File: src/rtl/cache_l1_controller_pkg.sv
// Shared types and default widths for the L1 cache sequencing controller.
package cache_ctrl_pkg;

  localparam int unsigned ADDR_W_DEF = 5;
  localparam int unsigned DATA_W_DEF = 8;
  localparam int unsigned STAT_W_DEF = 16;

  typedef enum logic [2:0] {
    IDLE      = 3'd0,
    LOOKUP    = 3'd1,
    WRITEBACK = 3'd2,
    FILL      = 3'd3,
    INSTALL   = 3'd4,
    RESPOND   = 3'd5
  } ctrl_state_e;

endpackage

File: src/rtl/cache_l1_controller_if.sv
// CPU, cache-array and memory bus signals of the L1 controller; master is the controller side.
interface cache_l1_controller_if
  import cache_ctrl_pkg::*;
#(
  parameter int unsigned ADDR_W = ADDR_W_DEF,
  parameter int unsigned DATA_W = DATA_W_DEF,
  parameter int unsigned STAT_W = STAT_W_DEF
);
  logic              cpu_req_in;
  logic              cpu_we_in;
  logic [ADDR_W-1:0] cpu_addr_in;
  logic [DATA_W-1:0] cpu_wdata_in;
  logic              cpu_ack_out;
  logic [DATA_W-1:0] cpu_rdata_out;
  logic              busy_out;

  logic              cache_lookup_out;
  logic [ADDR_W-1:0] cache_addr_out;
  logic              cache_hit_in;
  logic [DATA_W-1:0] cache_rdata_in;
  logic              victim_dirty_in;
  logic [ADDR_W-1:0] victim_addr_in;
  logic [DATA_W-1:0] victim_data_in;
  logic              cache_write_out;
  logic              cache_fill_out;
  logic              cache_fill_dirty_out;
  logic [DATA_W-1:0] cache_wdata_out;

  logic              mem_req_out;
  logic              mem_we_out;
  logic [ADDR_W-1:0] mem_addr_out;
  logic [DATA_W-1:0] mem_wdata_out;
  logic [DATA_W-1:0] mem_rdata_in;
  logic              mem_ready_in;

  logic [STAT_W-1:0] hit_count_out;
  logic [STAT_W-1:0] miss_count_out;
  logic [STAT_W-1:0] wb_count_out;

  modport master (
    input  cpu_req_in, cpu_we_in, cpu_addr_in, cpu_wdata_in,
    output cpu_ack_out, cpu_rdata_out, busy_out,
    output cache_lookup_out, cache_addr_out,
    input  cache_hit_in, cache_rdata_in, victim_dirty_in, victim_addr_in, victim_data_in,
    output cache_write_out, cache_fill_out, cache_fill_dirty_out, cache_wdata_out,
    output mem_req_out, mem_we_out, mem_addr_out, mem_wdata_out,
    input  mem_rdata_in, mem_ready_in,
    output hit_count_out, miss_count_out, wb_count_out
  );

  modport slave (
    output cpu_req_in, cpu_we_in, cpu_addr_in, cpu_wdata_in,
    input  cpu_ack_out, cpu_rdata_out, busy_out,
    input  cache_lookup_out, cache_addr_out,
    output cache_hit_in, cache_rdata_in, victim_dirty_in, victim_addr_in, victim_data_in,
    input  cache_write_out, cache_fill_out, cache_fill_dirty_out, cache_wdata_out,
    input  mem_req_out, mem_we_out, mem_addr_out, mem_wdata_out,
    output mem_rdata_in, mem_ready_in,
    input  hit_count_out, miss_count_out, wb_count_out
  );

endinterface

File: src/rtl/cache_l1_controller_stats.sv
// Saturating hit/miss/writeback counters; only built when CACHE_CTRL_STATS_EN is defined.
`ifdef CACHE_CTRL_STATS_EN
module cache_ctrl_stats #(
  parameter int unsigned STAT_W = 16
) (
  input  logic              clk,
  input  logic              rst_n,
  input  logic              hit_inc,
  input  logic              miss_inc,
  input  logic              wb_inc,
  output logic [STAT_W-1:0] hit_count,
  output logic [STAT_W-1:0] miss_count,
  output logic [STAT_W-1:0] wb_count
);

  always_ff @(posedge clk or negedge rst_n) begin
    if (!rst_n) begin
      hit_count  <= '0;
      miss_count <= '0;
      wb_count   <= '0;
    end else begin
      if (hit_inc && (hit_count != '1))
        hit_count <= hit_count + STAT_W'(1);
      if (miss_inc && (miss_count != '1))
        miss_count <= miss_count + STAT_W'(1);
      if (wb_inc && (wb_count != '1))
        wb_count <= wb_count + STAT_W'(1);
    end
  end

endmodule
`endif

File: src/rtl/cache_l1_controller.sv
// L1 sequencing FSM: lookup, dirty-victim writeback, fill, install, respond (write-allocate, write-back).
// Optional statistics counters are enabled with CACHE_CTRL_STATS_EN.
module cache_l1_controller
  import cache_ctrl_pkg::*;
#(
  parameter int unsigned ADDR_W = ADDR_W_DEF,
  parameter int unsigned DATA_W = DATA_W_DEF,
  parameter int unsigned STAT_W = STAT_W_DEF
) (
  input  logic                  clock_in,
  input  logic                  reset_n_in,
  cache_l1_controller_if.master bus
);

  ctrl_state_e       state_q, state_d;
  logic              we_q;
  logic [ADDR_W-1:0] addr_q;
  logic [DATA_W-1:0] wdata_q;
  logic [ADDR_W-1:0] victim_addr_q;
  logic [DATA_W-1:0] victim_data_q;
  logic [DATA_W-1:0] fill_data_q;
  logic [DATA_W-1:0] rdata_q;

  logic in_lookup;
  logic lookup_hit;
  logic wb_done;

  assign in_lookup  = (state_q == LOOKUP);
  assign lookup_hit = in_lookup && bus.cache_hit_in;
  assign wb_done    = (state_q == WRITEBACK) && bus.mem_ready_in;

  always_comb begin
    state_d = state_q;
    case (state_q)
      IDLE:      if (bus.cpu_req_in) state_d = LOOKUP;
      LOOKUP: begin
        if (lookup_hit)               state_d = RESPOND;
        else if (bus.victim_dirty_in) state_d = WRITEBACK;
        else                          state_d = FILL;
      end
      WRITEBACK: if (wb_done) state_d = FILL;
      FILL:      if (bus.mem_ready_in) state_d = INSTALL;
      INSTALL:   state_d = RESPOND;
      RESPOND:   state_d = IDLE;
      default:   state_d = IDLE;
    endcase
  end

  always_ff @(posedge clock_in or negedge reset_n_in) begin
    if (!reset_n_in) state_q <= IDLE;
    else             state_q <= state_d;
  end

  // rdata_q is cleared on accept so a write transaction responds with zero.
  always_ff @(posedge clock_in or negedge reset_n_in) begin
    if (!reset_n_in) begin
      we_q          <= 1'b0;
      addr_q        <= '0;
      wdata_q       <= '0;
      victim_addr_q <= '0;
      victim_data_q <= '0;
      fill_data_q   <= '0;
      rdata_q       <= '0;
    end else begin
      case (state_q)
        IDLE: begin
          if (bus.cpu_req_in) begin
            we_q    <= bus.cpu_we_in;
            addr_q  <= bus.cpu_addr_in;
            wdata_q <= bus.cpu_wdata_in;
            rdata_q <= '0;
          end
        end
        LOOKUP: begin
          if (lookup_hit && !we_q) rdata_q <= bus.cache_rdata_in;
          if (!bus.cache_hit_in && bus.victim_dirty_in) begin
            victim_addr_q <= bus.victim_addr_in;
            victim_data_q <= bus.victim_data_in;
          end
        end
        FILL:    if (bus.mem_ready_in) fill_data_q <= bus.mem_rdata_in;
        INSTALL: if (!we_q) rdata_q <= fill_data_q;
        default: ;
      endcase
    end
  end

  // Outputs decode the registered state; only the lookup write strobe also looks at cache_hit_in.
  always_comb begin
    bus.cpu_ack_out          = 1'b0;
    bus.cpu_rdata_out        = '0;
    bus.busy_out             = (state_q != IDLE);
    bus.cache_lookup_out     = 1'b0;
    bus.cache_addr_out       = '0;
    bus.cache_write_out      = 1'b0;
    bus.cache_fill_out       = 1'b0;
    bus.cache_fill_dirty_out = 1'b0;
    bus.cache_wdata_out      = '0;
    bus.mem_req_out          = 1'b0;
    bus.mem_we_out           = 1'b0;
    bus.mem_addr_out         = '0;
    bus.mem_wdata_out        = '0;
    case (state_q)
      LOOKUP: begin
        bus.cache_lookup_out = 1'b1;
        bus.cache_addr_out   = addr_q;
        if (bus.cache_hit_in && we_q) begin
          bus.cache_write_out = 1'b1;
          bus.cache_wdata_out = wdata_q;
        end
      end
      WRITEBACK: begin
        bus.mem_req_out   = 1'b1;
        bus.mem_we_out    = 1'b1;
        bus.mem_addr_out  = victim_addr_q;
        bus.mem_wdata_out = victim_data_q;
      end
      FILL: begin
        bus.mem_req_out  = 1'b1;
        bus.mem_addr_out = addr_q;
      end
      INSTALL: begin
        bus.cache_fill_out       = 1'b1;
        bus.cache_addr_out       = addr_q;
        bus.cache_fill_dirty_out = we_q;
        bus.cache_wdata_out      = we_q ? wdata_q : fill_data_q;
      end
      RESPOND: begin
        bus.cpu_ack_out   = 1'b1;
        bus.cpu_rdata_out = rdata_q;
      end
      default: ;
    endcase
  end

`ifdef CACHE_CTRL_STATS_EN
  cache_ctrl_stats #(
    .STAT_W(STAT_W)
  ) u_stats (
    .clk        (clock_in),
    .rst_n      (reset_n_in),
    .hit_inc    (lookup_hit),
    .miss_inc   (in_lookup && !bus.cache_hit_in),
    .wb_inc     (wb_done),
    .hit_count  (bus.hit_count_out),
    .miss_count (bus.miss_count_out),
    .wb_count   (bus.wb_count_out)
  );
`else
  assign bus.hit_count_out  = {STAT_W{1'b0}};
  assign bus.miss_count_out = {STAT_W{1'b0}};
  assign bus.wb_count_out   = {STAT_W{1'b0}};
`endif

endmodule

File: src/flat_wrapper.sv
// flat-port wrapper written by rule: the top's interface ports become plain ports
module cache_l1_controller_flat import cache_ctrl_pkg::*;
#(
  parameter int unsigned ADDR_W = ADDR_W_DEF,
  parameter int unsigned DATA_W = DATA_W_DEF,
  parameter int unsigned STAT_W = STAT_W_DEF
)
  (clock_in, reset_n_in, bus_cpu_req_in, bus_cpu_we_in, bus_cpu_addr_in, bus_cpu_wdata_in, bus_cpu_ack_out, bus_cpu_rdata_out, bus_busy_out, bus_cache_lookup_out, bus_cache_addr_out, bus_cache_hit_in, bus_cache_rdata_in, bus_victim_dirty_in, bus_victim_addr_in, bus_victim_data_in, bus_cache_write_out, bus_cache_fill_out, bus_cache_fill_dirty_out, bus_cache_wdata_out, bus_mem_req_out, bus_mem_we_out, bus_mem_addr_out, bus_mem_wdata_out, bus_mem_rdata_in, bus_mem_ready_in, bus_hit_count_out, bus_miss_count_out, bus_wb_count_out);
  cache_l1_controller_if #(.ADDR_W(ADDR_W), .DATA_W(DATA_W), .STAT_W(STAT_W)) bus_i ();
  input  logic clock_in;
  input  logic reset_n_in;
  input wire logic [$bits(bus_i.cpu_req_in)-1:0] bus_cpu_req_in;
  input wire logic [$bits(bus_i.cpu_we_in)-1:0] bus_cpu_we_in;
  input wire logic [$bits(bus_i.cpu_addr_in)-1:0] bus_cpu_addr_in;
  input wire logic [$bits(bus_i.cpu_wdata_in)-1:0] bus_cpu_wdata_in;
  output wire logic [$bits(bus_i.cpu_ack_out)-1:0] bus_cpu_ack_out;
  output wire logic [$bits(bus_i.cpu_rdata_out)-1:0] bus_cpu_rdata_out;
  output wire logic [$bits(bus_i.busy_out)-1:0] bus_busy_out;
  output wire logic [$bits(bus_i.cache_lookup_out)-1:0] bus_cache_lookup_out;
  output wire logic [$bits(bus_i.cache_addr_out)-1:0] bus_cache_addr_out;
  input wire logic [$bits(bus_i.cache_hit_in)-1:0] bus_cache_hit_in;
  input wire logic [$bits(bus_i.cache_rdata_in)-1:0] bus_cache_rdata_in;
  input wire logic [$bits(bus_i.victim_dirty_in)-1:0] bus_victim_dirty_in;
  input wire logic [$bits(bus_i.victim_addr_in)-1:0] bus_victim_addr_in;
  input wire logic [$bits(bus_i.victim_data_in)-1:0] bus_victim_data_in;
  output wire logic [$bits(bus_i.cache_write_out)-1:0] bus_cache_write_out;
  output wire logic [$bits(bus_i.cache_fill_out)-1:0] bus_cache_fill_out;
  output wire logic [$bits(bus_i.cache_fill_dirty_out)-1:0] bus_cache_fill_dirty_out;
  output wire logic [$bits(bus_i.cache_wdata_out)-1:0] bus_cache_wdata_out;
  output wire logic [$bits(bus_i.mem_req_out)-1:0] bus_mem_req_out;
  output wire logic [$bits(bus_i.mem_we_out)-1:0] bus_mem_we_out;
  output wire logic [$bits(bus_i.mem_addr_out)-1:0] bus_mem_addr_out;
  output wire logic [$bits(bus_i.mem_wdata_out)-1:0] bus_mem_wdata_out;
  input wire logic [$bits(bus_i.mem_rdata_in)-1:0] bus_mem_rdata_in;
  input wire logic [$bits(bus_i.mem_ready_in)-1:0] bus_mem_ready_in;
  output wire logic [$bits(bus_i.hit_count_out)-1:0] bus_hit_count_out;
  output wire logic [$bits(bus_i.miss_count_out)-1:0] bus_miss_count_out;
  output wire logic [$bits(bus_i.wb_count_out)-1:0] bus_wb_count_out;
  assign bus_i.cpu_req_in = bus_cpu_req_in;
  assign bus_i.cpu_we_in = bus_cpu_we_in;
  assign bus_i.cpu_addr_in = bus_cpu_addr_in;
  assign bus_i.cpu_wdata_in = bus_cpu_wdata_in;
  assign bus_cpu_ack_out = bus_i.cpu_ack_out;
  assign bus_cpu_rdata_out = bus_i.cpu_rdata_out;
  assign bus_busy_out = bus_i.busy_out;
  assign bus_cache_lookup_out = bus_i.cache_lookup_out;
  assign bus_cache_addr_out = bus_i.cache_addr_out;
  assign bus_i.cache_hit_in = bus_cache_hit_in;
  assign bus_i.cache_rdata_in = bus_cache_rdata_in;
  assign bus_i.victim_dirty_in = bus_victim_dirty_in;
  assign bus_i.victim_addr_in = bus_victim_addr_in;
  assign bus_i.victim_data_in = bus_victim_data_in;
  assign bus_cache_write_out = bus_i.cache_write_out;
  assign bus_cache_fill_out = bus_i.cache_fill_out;
  assign bus_cache_fill_dirty_out = bus_i.cache_fill_dirty_out;
  assign bus_cache_wdata_out = bus_i.cache_wdata_out;
  assign bus_mem_req_out = bus_i.mem_req_out;
  assign bus_mem_we_out = bus_i.mem_we_out;
  assign bus_mem_addr_out = bus_i.mem_addr_out;
  assign bus_mem_wdata_out = bus_i.mem_wdata_out;
  assign bus_i.mem_rdata_in = bus_mem_rdata_in;
  assign bus_i.mem_ready_in = bus_mem_ready_in;
  assign bus_hit_count_out = bus_i.hit_count_out;
  assign bus_miss_count_out = bus_i.miss_count_out;
  assign bus_wb_count_out = bus_i.wb_count_out;
  cache_l1_controller #(.ADDR_W(ADDR_W), .DATA_W(DATA_W), .STAT_W(STAT_W)) u_core (.clock_in(clock_in), .reset_n_in(reset_n_in), .bus(bus_i));
endmodule
File: config.mk
export PLATFORM = sky130hd
export DESIGN_NAME = cache_l1_controller_flat
export DESIGN_NICKNAME = d
export VERILOG_FILES = /design/src/rtl/cache_l1_controller_pkg.sv /design/src/rtl/cache_l1_controller_if.sv /design/src/rtl/cache_l1_controller_stats.sv /design/src/rtl/cache_l1_controller.sv /design/src/flat_wrapper.sv
export SDC_FILE = /design/constraint.sdc
export NUM_CORES = 1
export LEC_CHECK = 0
export CAP_MARGIN = 20
export CELL_PAD_IN_SITES_DETAIL_PLACEMENT = 0
export CELL_PAD_IN_SITES_GLOBAL_PLACEMENT = 1
export CORE_ASPECT_RATIO = 1.2
export CORE_MARGIN = 2
export CORE_UTILIZATION = 27
export CTS_CLUSTER_SIZE = 12
export DETAILED_ROUTE_END_ITERATION = 6
export PLACE_DENSITY = 0.74
export SYNTH_ARGS = -nofsm -noshare
export SYNTH_HDL_FRONTEND = slang
export SYNTH_HIERARCHICAL = 1
export SYNTH_SLANG_ARGS = --single-unit
File: constraint.sdc
create_clock -name clock_in -period 1.6 [get_ports clock_in]
set_input_delay 0.16 -clock clock_in [delete_from_list [all_inputs] [get_ports clock_in]]
set_output_delay 0.16 -clock clock_in [all_outputs]
set_load 0.1 [all_outputs]
==> results.sh, run 1 <==
export IMPL_postRouteAntennaNets=0
export IMPL_peakVddDrop_mv=1.55
export IMPL_die_width_um=94.6
export IMPL_synth_warning_count=6
export IMPL_grt_start_max_net_pins=30
export IMPL_finalNetCount=407
export IMPL_yosysTopAreaCell="dfrtp_1"
export IMPL_vias=2007
export IMPL_worstSkewPairLatency_ns=0.28
export IMPL_grt_use_total=0.138
export IMPL_synth_mux_area_frac=0.219
export IMPL_cp_top_family="flip-flops"
export IMPL_core_rowCount=39
export IMPL_postPlaceCellArea_um2=4370
export IMPL_critPathLaunchType="flip-flop"
export IMPL_crit_top_cell="buf_12"
export IMPL_grt_pass1_vias=2135
export IMPL_status="complete, but fails checks"
export IMPL_cts_tree="yes"
export IMPL_grt_pass1_wl_mm=11.4
export IMPL_place_congestion=0.796
export IMPL_met3_usage=0.0161
export IMPL_core_area_um2=9560
export IMPL_antenna_found_initial=0
export IMPL_end_kind="output pin"
export IMPL_drcViolationCount=0
export IMPL_clkTransAtPathRegs_ns=0.06
export IMPL_gr_total_overflow=0
export IMPL_ys_ff_latch=46
export IMPL_synth_compound_area_frac=0.0800
export IMPL_fin_crit_sh=1.13
export IMPL_cts_buffers=5
export IMPL_clock_sinks=46
export IMPL_wirelength_mm=7.26
export IMPL_synth_edff_count=0
export IMPL_syn_to_final_growth_pct=83.1
export IMPL_seqCellArea_um2=1150
export IMPL_fin_cells=482
export IMPL_hold_path_class="in -> async"
export IMPL_layout_commonest_cell="conb_1"
export IMPL_hpwl_mm=5.40
export IMPL_multi_input_area_um2=1640
export IMPL_worstPathMaxFanout=8
export IMPL_port_buffer_count=90
export IMPL_yosys_top_cells_area="dfrtp_1 (43%), mux2_2 (14%), buf_4 (14%)"
export IMPL_finalCriticalPeriod_ns=1.81
export IMPL_crit_buf_inv=2
export IMPL_hold_viol_final=0
export IMPL_synth_fa_ha_area_frac=0
export IMPL_route_detailed_wl_per_inst_um=15.1
export IMPL_diodes=0
export IMPL_place_inst=457
export IMPL_gr_usage_met1=0.165
export IMPL_synth_top_family_by_area="multiplexers"
export IMPL_critical_path_arrival_ns=1.65
export IMPL_cts_path_max_buffers=2
export IMPL_synth_seq_area_share=0.433
export IMPL_drive_gt1_frac=0.543
export IMPL_die_area_um2=10700
export IMPL_synth_simple_gate_area_frac=0.105
export IMPL_crit_required_ns=1.44
export IMPL_ys_types=27
export IMPL_synth_area_um2=2660
export IMPL_drv_slew=0
export IMPL_clock_skew_ns=0.00460
export IMPL_total_power_uw=11200
export IMPL_firstDrtPassIters=4
export IMPL_dieHeight_um=113
export IMPL_vias_per_cell=4.16
export IMPL_power_density_nw_per_um2=2300
export IMPL_p_leak_uw=0.00220
export IMPL_initial_core_util=0.278
export IMPL_worst_path_largest_cell_delay_ns=0.45
export IMPL_cpMaxStageDelayCell="dfrtp_2"
export IMPL_violations="negative setup slack"
export IMPL_gr_usage_met2=0.257
export IMPL_final_area_um2=4870
export IMPL_max_freq_mhz=552
export IMPL_io_pins=139
export IMPL_synthCells=231
export IMPL_num_fill_cells=826
export IMPL_cp_cell_sequence="nor2_2 -> nand2_4 -> nor2_4 -> buf_12 -> a22o_4 -> buf_12"
export IMPL_crit_type="reg -> out"
export IMPL_fin_ws_ns=-0.210
export IMPL_tns_ns=-7.11
export IMPL_async_reset_ff_frac=1.00
export IMPL_cts_root_buf="clkbuf_16"
export IMPL_synth_top_area_frac=0.433
export IMPL_cts_max_level=2
export IMPL_top_usage_layer="met2"
export IMPL_drt_iter0_drc=76
export IMPL_rsz0062_at_grt="true"
export IMPL_ys_flop_type="dfrtp_1"
export IMPL_maxCapViolations=0
export IMPL_synth_xor_area_frac=0
export IMPL_layout_common_cells="conb_1 (48), clkdlybuf4s50_1 (47), buf_12 (46)"
export IMPL_finalSetupViolCount=73
export IMPL_synth_area_per_cell_um2=11.5
==> what timing repair did <==
action                                  CTS  global route
endpoints found under the hold margin    17             0
hold buffers                              1             0
gates resized for setup                  29            15
cloned                                    3             0
pin swaps                                13             5
endpoints found under the setup margin   67            83
setup buffers                            13             2
==> worst register-to-register path: stages, from the launching register on <==
cell	delay, ns
dfrtp_2	0.48
buf_6	0.15
or4_4	0.64
mux2_4	0.34
==> cells by family (layout without fill, tap and decap cells) <==
group,count (synthesis),count (layout)
flip-flops,46,46
other,1,48
buffers and inverters,59,137
multiplexers,49,49
AO/OA/AOI/OAI,26,26
AND/OR/NAND/NOR,50,53
==> worst paths after layout <==
path / slack [ns] / start / depth (start not counted) / end
max in group asynchronous: 0.72 / reset_n_in / 3 / u_core/state_q[0]
min: 0.36 / reset_n_in / 2 / u_core/victim_addr_q[2]
max: -0.21 / u_core/state_q[0] / 6 / bus_cache_wdata_out[1]
min in group clock_in: 0.49 / bus_mem_rdata_in[5] / 2 / u_core/fill_data_q[5]
min reg2reg: 0.51 / u_core/victim_data_q[0] / 1 / u_core/victim_data_q[0]
max reg2reg: -0.12 / u_core/state_q[2] / 3 / u_core/victim_addr_q[3]
==> power breakdown <==
part	switching (uW)	internal (uW)
clock	429	897
combinational	4320	3250
sequential	528	1760
total	5280	5910
==> sequential cells by signal, summed over array words and instances, names as in the netlist <==
register and flops:
u_core/fill_data_q 8, u_core/wdata_q 8, u_core/rdata_q 8, u_core/victim_data_q 8
u_core/we_q 1, u_core/victim_addr_q 5, u_core/addr_q 5, u_core/state_q 3
==> area by class of cell <==
cell class / instances / area share
repair buffers: 125 / 0.348
multi-input cells: 176 / 0.338
flip-flops and latches: 46 / 0.237
well taps: 123 / 0.0316
clock buffers: 5 / 0.0257
clock inverters: 3 / 0.0141
inverters: 4 / 0.00643
==> routing by layer <==
| metal | vias to the layer above | part of all wire |
|---|---|---|
| met5 | - | 0 |
| met4 | 0 | 0.0076 |
| met3 | 2 | 0.036 |
| met2 | 61 | 0.57 |
| met1 | 988 | 0.38 |
| li1 | 956 | - |
==> cell usage after synthesis (3+ instances only) <==
cell type and instances:
nand2_1 6, mux2i_1 6, and3_1 3, nor2_1 12, buf_4 49, and2_1 21
mux2_2 33, buf_6 3, a22o_1 16, dfrtp_1 46, o21ai_0 4, a21oi_1 3
mux2_4 10
==> per-stage QoR <==
stage | utilization | setup slack (ns) | hold slack, ns
final | 0.509 | -0.210 | 0.364
after global placement | 0.457 | -0.188 | 0.131
after CTS | 0.502 | -0.199 | 0.374
after detailed placement | 0.457 | -0.205 | 0.131
after global routing | 0.509 | -0.290 | 0.418
after floorplan | - | -0.320 | -0.136
Power figures use the tool's default switching activity.
==> run 2, diff against run 1 <==
==> constraint.sdc (replaced) <==
create_clock -name clock_in -period 1.6 [get_ports clock_in]
set_input_delay 0.16 -clock clock_in [delete_from_list [all_inputs] [get_ports clock_in]]
set_output_delay 0.16 -clock clock_in [all_outputs]
set_load 0.05 [all_outputs]
==> results.sh, run 2 (synthesis gave the netlist of run 1 again) <==
export IMPL_clock_skew_ns=0.00246
export IMPL_core_area_um2=9560
export IMPL_place_congestion=0.751
export IMPL_hold_path_class="in -> async"
export IMPL_crit_buf_inv=3
export IMPL_hold_slack_ns=0.316
export IMPL_route_detailed_wl_per_inst_um=14.9
export IMPL_max_freq_mhz=579
export IMPL_postRouteAntennaNets=0
export IMPL_fin_ws_ns=-0.128
export IMPL_io_pins=139
export IMPL_hold_viol_final=0
export IMPL_layout_common_cells="buf_12 (48), conb_1 (48), clkdlybuf4s50_1 (47)"
export IMPL_peakVddDrop_mv=0.661
export IMPL_vias_per_cell=4.23
export IMPL_tns_ns=-3.58
export IMPL_grt_pass1_vias=2076
export IMPL_gr_total_overflow=0
export IMPL_clkTransAtPathRegs_ns=0.06
export IMPL_worstSkewPairLatency_ns=0.28
export IMPL_p_sw_frac=0.394
export IMPL_status="complete, but fails checks"
export IMPL_end_kind="output pin"
export IMPL_cp_top_family="flip-flops"
export IMPL_maxCapViolations=0
export IMPL_initial_core_util=0.278
export IMPL_cts_buffers=5
export IMPL_seq_power_share=0.230
export IMPL_fin_cells=481
export IMPL_grt_pass1_wl_mm=10.9
export IMPL_firstDrtPassIters=4
export IMPL_p_leak_uw=0.00214
export IMPL_critical_path_arrival_ns=1.57
export IMPL_place_inst=459
export IMPL_clkPwrFrac=0.137
export IMPL_rsz0062_at_grt="true"
export IMPL_finalNetCount=406
export IMPL_p_switching_uw=3800
export IMPL_diodes=0
export IMPL_clock_sinks=46
export IMPL_cpMaxStageDelayCell="dfrtp_2"
export IMPL_cts_path_max_buffers=2
export IMPL_cp_cell_sequence="buf_6 -> nand2b_4 -> a21oi_4 -> buf_12 -> a22o_4 -> buf_12"
export IMPL_power_internal_uw=5840
export IMPL_worstPathMaxFanout=8
export IMPL_drcViolationCount=0
export IMPL_finalCriticalPeriod_ns=1.73
export IMPL_combPwrFrac=0.632
export IMPL_hpwl_mm=5.33
export IMPL_dieHeight_um=113
export IMPL_critPathLaunchType="flip-flop"
export IMPL_final_area_um2=4790
export IMPL_cts_root_buf="clkbuf_16"
export IMPL_vias=2037
export IMPL_crit_required_ns=1.44
export IMPL_crit_type="reg -> out"
export IMPL_fin_crit_sh=1.08
export IMPL_postPlaceCellArea_um2=4250
export IMPL_port_buffer_count=90
export IMPL_violations="negative setup slack"
export IMPL_power_density_nw_per_um2=2010
export IMPL_drt_iter0_drc=77
export IMPL_die_area_um2=10700
export IMPL_cts_tree="yes"
export IMPL_antenna_found_initial=0
export IMPL_cts_max_level=2
export IMPL_drv_slew=0
export IMPL_crit_top_cell="buf_12"
export IMPL_syn_to_final_growth_pct=80.4
export IMPL_wirelength_mm=7.16
export IMPL_grt_use_total=0.133
export IMPL_core_rowCount=39
export IMPL_worst_path_largest_cell_delay_ns=0.47
export IMPL_total_power_uw=9640
export IMPL_grt_start_max_net_pins=34
export IMPL_finalSetupViolCount=72
export IMPL_drive_gt1_frac=0.531
export IMPL_die_width_um=94.6
run 2: per-stage QoR:
stage               utilization  setup slack (ns)
finish                    0.501            -0.128
global route              0.501            -0.180
detailed placement        0.444            -0.189
floorplan                     -            -0.154
global placement          0.444            -0.160
CTS                       0.487            -0.142
run 2: path summary, 6_finish.rpt:
| kind | slack [ns] | start | endpoint | depth (start not counted) |
|---|---|---|---|---|
| worst max-delay path | -0.13 | u_core/state_q[2] | bus_cache_wdata_out[7] | 6 |
| worst min-delay path | 0.32 | reset_n_in | u_core/addr_q[3] | 2 |
| worst max register to register | -0.06 | u_core/state_q[1] | u_core/wdata_q[5] | 6 |
| worst min register to register | 0.51 | u_core/rdata_q[1] | u_core/rdata_q[1] | 1 |
| max in group asynchronous | 0.78 | reset_n_in | u_core/state_q[2] | 3 |
| min in group clock_in | 0.49 | bus_cpu_wdata_in[7] | u_core/wdata_q[7] | 2 |
run 2: repair_timing:
action | CTS | global route
gates resized for setup | 44 | 17
cloned | 2 | 2
hold buffers | 1 | 0
pin swaps | 12 | 11
endpoints found under the setup margin | 59 | 76
endpoints found under the hold margin | 13 | 0
setup buffers | 5 | 4
run 2: worst reg2reg max path: cells and delay by family (launching register included):
| kind | cells | cell delay (ns) |
|---|---|---|
| DFF | 1 | 0.45 |
| buffers and inverters | 3 | 0.40 |
| muxes | 1 | 0.33 |
| and+or+nand+nor | 2 | 0.38 |
run 2: layer usage:
metal  share of wire  GRT usage  vias to the layer above
li1                -          -                      952
met1            0.37      0.158                     1007
met2            0.57      0.236                       69
met3           0.047     0.0208                        9
met4           0.021     0.0551                        0
met5               0          0                        -
run 2: cell type report:
cell class                      instances  area [um^2]
Clock inverter                          3         68.8
Multi-Input combinational cell        175         1560
Fill cell                             857         4770
Inverter                                4         23.8
Clock buffer                            5          125
Sequential cell                        46         1150
Tap cell                              123          154
Timing Repair Buffer                  125         1710
run 2: power by group through the flow:
stage | logic (uW) | registers [uW] | clock network, uW
6_report | 6090 | 2220 | 1320
5_1_grt | 6380 | 2310 | 1410
3_5_place_dp | 5290 | 2180 | 0
4_1_cts | 5780 | 2200 | 1360
3_3_place_gp | 5230 | 2150 | 0
2_1_floorplan | 3200 | 2060 | 0
==> run 3, diff against run 2 <==
- PLACE_DENSITY: 0.74 -> default
- PLACE_DENSITY_LB_ADDON: default -> 0.1
==> results.sh, run 3 (synthesis gave the netlist of run 1 again) <==
export IMPL_status="complete, but fails checks"
export IMPL_violations="negative setup slack"
export IMPL_end_kind="output pin"
export IMPL_fin_ws_ns=-0.146
export IMPL_syn_to_final_growth_pct=78.0
export IMPL_pre_cts_ws_ns=-0.181
export IMPL_cts_path_max_buffers=2
export IMPL_port_buffer_count=90
export IMPL_cts_root_buf="clkbuf_16"
export IMPL_grt_pass1_wl_mm=11.0
export IMPL_power_density_nw_per_um2=1990
export IMPL_finalNetCount=404
export IMPL_fin_crit_sh=1.09
export IMPL_die_width_um=94.6
export IMPL_maxCapViolations=0
export IMPL_vias_per_cell=4.18
export IMPL_r2r_end="u_core/victim_data_q[4]"
export IMPL_worstPathMaxFanout=8
export IMPL_num_fill_cells=888
export IMPL_finalCriticalPeriod_ns=1.75
export IMPL_drt_iter0_drc=34
export IMPL_vias=2000
export IMPL_grt_pass1_vias=2120
export IMPL_finalSetupViolCount=56
export IMPL_die_area_um2=10700
export IMPL_ff2ff_path_depth=5
export IMPL_initial_core_util=0.278
export IMPL_layout_commonest_cell="conb_1"
export IMPL_grt_use_total=0.134
export IMPL_wirelength_mm=6.82
export IMPL_core_area_um2=9560
export IMPL_route_detailed_wl_per_inst_um=14.2
export IMPL_hpwl_mm=5.08
export IMPL_critical_path_arrival_ns=1.59
export IMPL_peakVddDrop_mv=1.37
export IMPL_core_rowCount=39
export IMPL_p_leak_uw=0.00214
export IMPL_fin_cells=479
export IMPL_place_congestion=0.705
export IMPL_max_freq_mhz=573
export IMPL_grt_start_max_net_pins=47
export IMPL_crit_required_ns=1.44
export IMPL_rsz0062_at_grt="true"
export IMPL_dieHeight_um=113
export IMPL_crit_type="reg -> out"
export IMPL_cts_max_level=2
export IMPL_diodes=0
export IMPL_critPathLaunchType="flip-flop"
export IMPL_firstDrtPassIters=4
export IMPL_total_power_uw=9390
export IMPL_worstSkewPairLatency_ns=0.29
export IMPL_io_pins=139
export IMPL_drcViolationCount=0
export IMPL_cts_tree="yes"
export IMPL_gr_total_overflow=0
export IMPL_clock_skew_ns=0.00584
export IMPL_layout_common_cells="conb_1 (48), clkdlybuf4s50_1 (47), buf_12 (47)"
export IMPL_postRouteAntennaNets=0
export IMPL_hold_path_class="in -> async"
export IMPL_r2r_start="u_core/state_q[0]"
export IMPL_place_inst=457
export IMPL_clkTransAtPathRegs_ns=0.07
export IMPL_hold_viol_final=0
export IMPL_drive_gt1_frac=0.517
export IMPL_antenna_found_initial=0
export IMPL_cts_buffers=5
export IMPL_r2r_slack_ns=-0.09
export IMPL_clock_sinks=46
export IMPL_drv_slew=0
==> run 3: cell count changes in the layout (fill, tap and decap cells not counted), moves of 2 or more <==
| cell | delta |
|---|---|
| buf_4 | -2 |
| buf_6 | +2 |
| nor2_4 | -2 |
| nor2_2 | +2 |
| mux2_4 | +8 |
| and3_1 | +2 |
| and3_4 | -2 |
| mux2i_4 | -2 |
| mux2i_1 | +2 |
| mux2_2 | -8 |
==> run 3: layout make-up <==
type / count / area [um^2] / area share
Clock buffer: 5 / 125 / 0.0265
Inverter: 4 / 23.8 / 0.00503
Clock inverter: 3 / 43.8 / 0.00926
Tap cell: 123 / 154 / 0.0325
Sequential cell: 46 / 1150 / 0.244
Multi-Input combinational cell: 176 / 1560 / 0.330
Timing Repair Buffer: 122 / 1670 / 0.352
==> run 3: layer usage <==
metal  up-vias  share of wire  global-route usage  wire, um
met5         -              0                   0         0
met4         0         0.0097              0.0348        66
met3         5          0.081              0.0470       551
met2        76           0.51               0.222      3490
met1       970           0.40               0.164      2710
li1        949              -                   -         -
==> run 3: where the power goes <==
part | internal (uW) | leakage (uW) | switching, uW
logic | 3140 | 0.00149 | 2840
clock network | 740 | 0.0000842 | 458
registers | 1760 | 0.000559 | 450
total | 5640 | 0.00214 | 3750
==> run 3: worst max path at each step <==
| stage | start | end | slack, ns | cells after the start |
|---|---|---|---|---|
| 2_1_floorplan | u_core/state_q[1] | u_core/victim_addr_q[0] | -0.15 | 6 |
| 3_3_place_gp | bus_cache_hit_in | u_core/rdata_q[3] | -0.17 | 5 |
| 3_5_place_dp | bus_cache_hit_in | u_core/victim_data_q[2] | -0.18 | 3 |
| 4_1_cts | u_core/state_q[0] | bus_cache_wdata_out[1] | -0.16 | 6 |
| 5_1_grt | u_core/state_q[0] | bus_cache_wdata_out[4] | -0.21 | 6 |
| 6_report | u_core/state_q[0] | bus_cache_wdata_out[1] | -0.15 | 6 |
==> run 3: repair_timing <==
action | CTS | global route
pin swaps | 13 | 8
buffers inserted | 8 | 3
hold buffers | 1 | 0
hold endpoints to repair | 46 | 0
gates cloned | 3 | 0
resized for setup | 47 | 14
endpoints found under the setup margin | 61 | 73
==> run 3: per-stage QoR <==
| step | cell area [um^2] | TNS (ns) | utilization | hold WS [ns] |
|---|---|---|---|---|
| 2_1_floorplan | 2960 | -5.81 | - | -0.136 |
| 3_3_place_gp | 4240 | -4.06 | 0.443 | 0.162 |
| 3_5_place_dp | 4240 | -3.94 | 0.443 | 0.164 |
| 4_1_cts | 4660 | -4.96 | 0.488 | 0.394 |
| 5_1_grt | 4730 | -8.25 | 0.495 | 0.426 |
| 6_report | 4730 | -4.30 | 0.495 | 0.374 |
==> run 3: critical path, cell delays in order, from the launching register on <==
cell	delay (ns)
dfrtp_1	0.41
buf_6	0.16
nand2b_4	0.16
a21oi_4	0.06
buf_12	0.14
a22o_4	0.22
buf_12	0.14
